**src/rtl/icache_pkg.sv**
```systemverilog
// Shared types and defaults for the direct-mapped instruction cache.
package icache_pkg;
  localparam int IDX_W_DEF = 6;
  typedef enum logic {IDLE = 1'b0, MISS = 1'b1} state_t;
endpackage

```
**src/rtl/icache_array.sv**
```systemverilog
// Valid/tag/data storage: combinational read, synchronous write; only valid bits reset.
module icache_array
  import icache_pkg::*;
#(
  parameter int IDX_W = IDX_W_DEF,
  localparam int TAG_W = 30 - IDX_W
) (
  input  logic             clk,
  input  logic             rst_n,
  input  logic [IDX_W-1:0] rd_idx,
  output logic             rd_valid,
  output logic [TAG_W-1:0] rd_tag,
  output logic [31:0]      rd_data,
  input  logic             wr_en,
  input  logic [IDX_W-1:0] wr_idx,
  input  logic [TAG_W-1:0] wr_tag,
  input  logic [31:0]      wr_data
);
  localparam int LINES = 1 << IDX_W;

  logic [LINES-1:0] valid;
  logic [TAG_W-1:0] tags [LINES];
  logic [31:0]      data [LINES];

  always_ff @(posedge clk or negedge rst_n) begin
    if (!rst_n)     valid <= '0;
    else if (wr_en) valid[wr_idx] <= 1'b1;
  end

  always_ff @(posedge clk) begin
    if (wr_en) begin
      tags[wr_idx] <= wr_tag;
      data[wr_idx] <= wr_data;
    end
  end

  assign rd_valid = valid[rd_idx];
  assign rd_tag   = tags[rd_idx];
  assign rd_data  = data[rd_idx];
endmodule

```
**src/rtl/icache.sv**
```systemverilog
// Direct-mapped one-word-line instruction cache with single outstanding miss.
// Optional hit/miss counters when ICACHE_STAT_EN is defined.
module icache
  import icache_pkg::*;
#(
  parameter int IDX_W = IDX_W_DEF
) (
  input  logic        clk,
  input  logic        rst_n,
  input  logic        rdy,
  input  logic        if_valid,
  input  logic [31:0] if_pc,
  input  logic        flush,
  output logic        if_rdy,
  output logic [31:0] if_inst,
  output logic        inst_miss,
  output logic [31:0] pc,
  input  logic        inst_rdy,
  input  logic [31:0] inst_out
`ifdef ICACHE_STAT_EN
  ,
  output logic [31:0] hit_cnt,
  output logic [31:0] miss_cnt
`endif
);
  localparam int TAG_W = 30 - IDX_W;

  state_t      state, state_nxt;
  logic [31:0] pc_nxt;
  logic        hit, wr_en, miss_start;
  logic        line_valid;
  logic [TAG_W-1:0] line_tag;
  logic [31:0] line_data;
  logic        unused_ok;

  assign unused_ok = ^{if_pc[1:0], pc[1:0]};

  icache_array #(.IDX_W(IDX_W)) u_array (
    .clk     (clk),
    .rst_n   (rst_n),
    .rd_idx  (if_pc[IDX_W+1:2]),
    .rd_valid(line_valid),
    .rd_tag  (line_tag),
    .rd_data (line_data),
    .wr_en   (wr_en & rdy),
    .wr_idx  (pc[IDX_W+1:2]),
    .wr_tag  (pc[31:IDX_W+2]),
    .wr_data (inst_out)
  );

  always_comb begin
    state_nxt  = state;
    pc_nxt     = pc;
    wr_en      = 1'b0;
    miss_start = 1'b0;
    hit        = (state == IDLE) & if_valid & line_valid & (line_tag == if_pc[31:IDX_W+2]);
    if_rdy     = hit;
    if_inst    = hit ? line_data : 32'h0;
    // Dropped in the fill cycle so the controller never sees a second request.
    inst_miss  = (state == MISS) & ~inst_rdy & ~flush;
    case (state)
      IDLE: if (if_valid && !hit && !flush) begin
        miss_start = 1'b1;
        state_nxt  = MISS;
        pc_nxt     = if_pc;
      end
      MISS: begin
        // Fill data belongs to pc even if a flush lands in the same cycle.
        if (inst_rdy) begin
          wr_en     = 1'b1;
          state_nxt = IDLE;
        end else if (flush) begin
          state_nxt = IDLE;
        end
      end
      default: state_nxt = IDLE;
    endcase
  end

  always_ff @(posedge clk or negedge rst_n) begin
    if (!rst_n) begin
      state <= IDLE;
      pc    <= 32'h0;
    end else if (rdy) begin
      state <= state_nxt;
      pc    <= pc_nxt;
    end
  end

`ifdef ICACHE_STAT_EN
  always_ff @(posedge clk or negedge rst_n) begin
    if (!rst_n) begin
      hit_cnt  <= 32'h0;
      miss_cnt <= 32'h0;
    end else if (rdy) begin
      if (hit)        hit_cnt  <= hit_cnt + 32'd1;
      if (miss_start) miss_cnt <= miss_cnt + 32'd1;
    end
  end
`endif
endmodule
```
**config.mk**
```make
export PLATFORM = sky130hd
export DESIGN_NAME = icache
export DESIGN_NICKNAME = d
export VERILOG_FILES = /design/src/rtl/icache_pkg.sv /design/src/rtl/icache_array.sv /design/src/rtl/icache.sv
export SDC_FILE = /design/constraint.sdc
export NUM_CORES = 2
export LEC_CHECK = 0
export ABC_CLOCK_PERIOD_IN_PS = 7100
export BUFFER_PORTS_ARGS = -buffer_cell sky130_fd_sc_hd__buf_4
export CAP_MARGIN = 20
export CORE_ASPECT_RATIO = 1.2
export CORE_MARGIN = 2
export CORE_UTILIZATION = 38
export DETAILED_ROUTE_END_ITERATION = 12
export SYNTH_ARGS = -nofsm -noshare
export SYNTH_HDL_FRONTEND = slang
export SYNTH_SLANG_ARGS = --single-unit
```
**constraint.sdc**
```tcl
create_clock -name clk -period 7.1 [get_ports clk]
set_input_delay 1.065 -clock clk [delete_from_list [all_inputs] [get_ports clk]]
set_output_delay 1.065 -clock clk [all_outputs]
set_load 0.05 [all_outputs]
```
==> flow_metrics.env <==
export IMPL_status="completed"
export IMPL_min_path_type="input port to async pin"
export IMPL_setup_slack_ps=281.0
export IMPL_cts_tree="done"
export IMPL_die_w_um=561.6
export IMPL_async_flop_share=0.02635
export IMPL_synth_avg_cell_area_um2=23.50
export IMPL_dp_cells=11130
export IMPL_max_cap_viol_count=0
export IMPL_syn_area_um2=141800
export IMPL_synth_area_leader_cell="edfxtp_1"
export IMPL_numPortBuffers=135
export IMPL_final_cells=11800
export IMPL_multi_input_area_um2=30220
export IMPL_period_share=0.9604
export IMPL_place_ws_ps=73.02
export IMPL_wl_um=438300
export IMPL_regArea_um2=110100
export IMPL_yosysUniqueCellTypes=83
export IMPL_first_global_vias=70420
export IMPL_worstMarginPinSlew_ps=1210
export IMPL_final_core_util=0.4391
export IMPL_fin_area_um2=163000
export IMPL_clkLatencyLatePin_ps=930
export IMPL_dieArea_um2=378000
export IMPL_totalPowerFinal_mw=47.31
export IMPL_ys_ff_latch=3681
export IMPL_power_density_nw_per_um2=290.3
export IMPL_grt_overflow=0
export IMPL_worstPathArrival_ps=5750
export IMPL_post_cts_setup_buffers=0
export IMPL_ys_seq_area_frac=0.7763
export IMPL_ys_top_cells_by_count="edfxtp_1, mux4_2, mux2i_1"
export IMPL_startpoint_type="input port"
export IMPL_htree_levels=5
export IMPL_finalClockSkew_ps=58.43
export IMPL_fmax_mhz=146.7
export IMPL_clk_pin_slew_ps=60
export IMPL_cts_root_buffer="clkbuf_16"
export IMPL_synth_edf_count=3584
export IMPL_ir_drop_uv=195.3
export IMPL_drv_slew=0
export IMPL_cp_max_fo=47
export IMPL_setup_tns_ps=0
export IMPL_power_leakage_nw=51.46
export IMPL_die_h_um=673.1
export IMPL_syn_num_nets=6103
export IMPL_first_pass_iters=6
export IMPL_initial_core_util=0.3819
export IMPL_avgViaCountPerCell=6.033
export IMPL_io_pins=136
export IMPL_final_antenna_net_count=0
export IMPL_critical_path_class="input port to primary output"
export IMPL_crit_path_end_kind="primary output"
export IMPL_numCtsBuffers=359
export IMPL_syn_to_final_growth_pct=14.97
export IMPL_grt_use_total=0.2279
export IMPL_hpwl_um=240400
export IMPL_drive_gt1_frac=0.3208
export IMPL_relSlewSlack=0.1930
export IMPL_layout_min_cycle_time_ps=6819
export IMPL_synth_flop_cell="edfxtp_1"
export IMPL_cts_buffer_depth=4
export IMPL_grt_max_degree=126
export IMPL_final_nets=6625
export IMPL_cts_sink_count=3681
export IMPL_synth_area_leaders="edfxtp_1, mux4_2, dfrtp_1"
export IMPL_rsz0062_at_grt="false"
export IMPL_syn_inst=6033
export IMPL_wire_per_inst_um=37.13
export IMPL_via_count=71210
export IMPL_dr_first_iter_drc_count=10770
export IMPL_ys_warn_count=0
export IMPL_rows=245
export IMPL_worstPathRequired_ps=6030
export IMPL_worst_hold_slack_ps=208.6
export IMPL_core_area_um2=371200
export IMPL_grt_pass1_wl_um=593300
export IMPL_gp_congestion=0.8590
export IMPL_setup_viol=0
export IMPL_yosysMostFrequentCell="edfxtp_1"
export IMPL_placed_cell_area_um2=151000
export IMPL_antenna_found_initial=23
export IMPL_drc=0
export IMPL_hold_viol_final=0
export IMPL_synth_top_area_share=0.7591
export IMPL_num_fill_cells=30920
repair_timing:
action	CTS	global route
hold buffers	0	0
resized for setup	0	1
endpoints found under the setup margin	0	7
power by group:
group | switching [mW] | internal, mW
combinational | 2.12 | 1.04
sequential | 0.158 | 24.6
clock | 8.22 | 11.2
path summary, 6_finish.rpt:
kind	from	endpoint	slack [ps]	cells after the start
worst max-delay path	if_pc[3]	if_inst[17]	280	14
worst min-delay path	rst_n	pc[14]	210	1
worst max register to register	state	u_array.data[22][26]	2690	5
worst min register to register	u_array.valid[59]	u_array.valid[59]	460	1
max in group asynchronous	rst_n	pc[8]	5450	2
min in group clk	if_pc[1]	pc[1]	400	2
layout make-up:
cell class,instances,share of cell area
sequential,3681,0.6754
multi-input combinational,2021,0.1854
clock buffer,437,0.05820
tap,4940,0.03792
timing repair buffer,482,0.02816
clock inverter,217,0.01440
inverter,10,0.0003071
antenna,16,0.0002456
registers in the layout (all words and copies together), names as in the netlist:
name           flops
u_array.data    2048
u_array.tags    1536
u_array.valid     64
pc                32
state              1
per-layer routing:
layer / vias up / wire, µm / part of all wire / global-route usage
li1: 26930 / - / - / -
met1: 39290 / 164400 / 0.38 / 0.3029
met2: 4144 / 216100 / 0.49 / 0.3781
met3: 843 / 38280 / 0.087 / 0.03427
met4: 4 / 19560 / 0.045 / 0.09062
met5: - / 20 / 0.000046 / 0
logic make-up after synthesis:
group                  count (synthesis)  synth area share
flip-flops                          3681            0.7763
multiplexers                        1190            0.1745
AND/OR/NAND/NOR                      530           0.01943
buffers and inverters                331           0.01412
AO/OA/AOI/OAI                        284           0.01461
XOR/XNOR                              17          0.001050
worst max-delay path, stage by stage:
cell       delay, ps
buf_8            390
clkinv_1         370
nor3_2           490
buf_4            230
nand2_1          150
nand4b_1         370
a21oi_1          150
a2111oi_0        480
nand4_1          220
nor4_1           440
nand4_1          350
buf_12           330
a311oi_1         350
buf_4            270
cells in the final DEF, fill, tap and decap left out, types with 44 or more instances in the layout:
master,count
buf_12,69
nor2b_1,44
clkbuf_1,66
or2_2,68
nand2_1,118
clkinv_2,67
mux2i_1,133
clkinv_1,74
dfrtp_1,74
clkbuf_16,367
a22oi_1,46
edfxtp_1,3584
nor2_4,64
nor2_1,51
buf_4,405
bufinv_16,46
mux4_2,966
No activity file was read; power rests on OpenSTA's default activity.
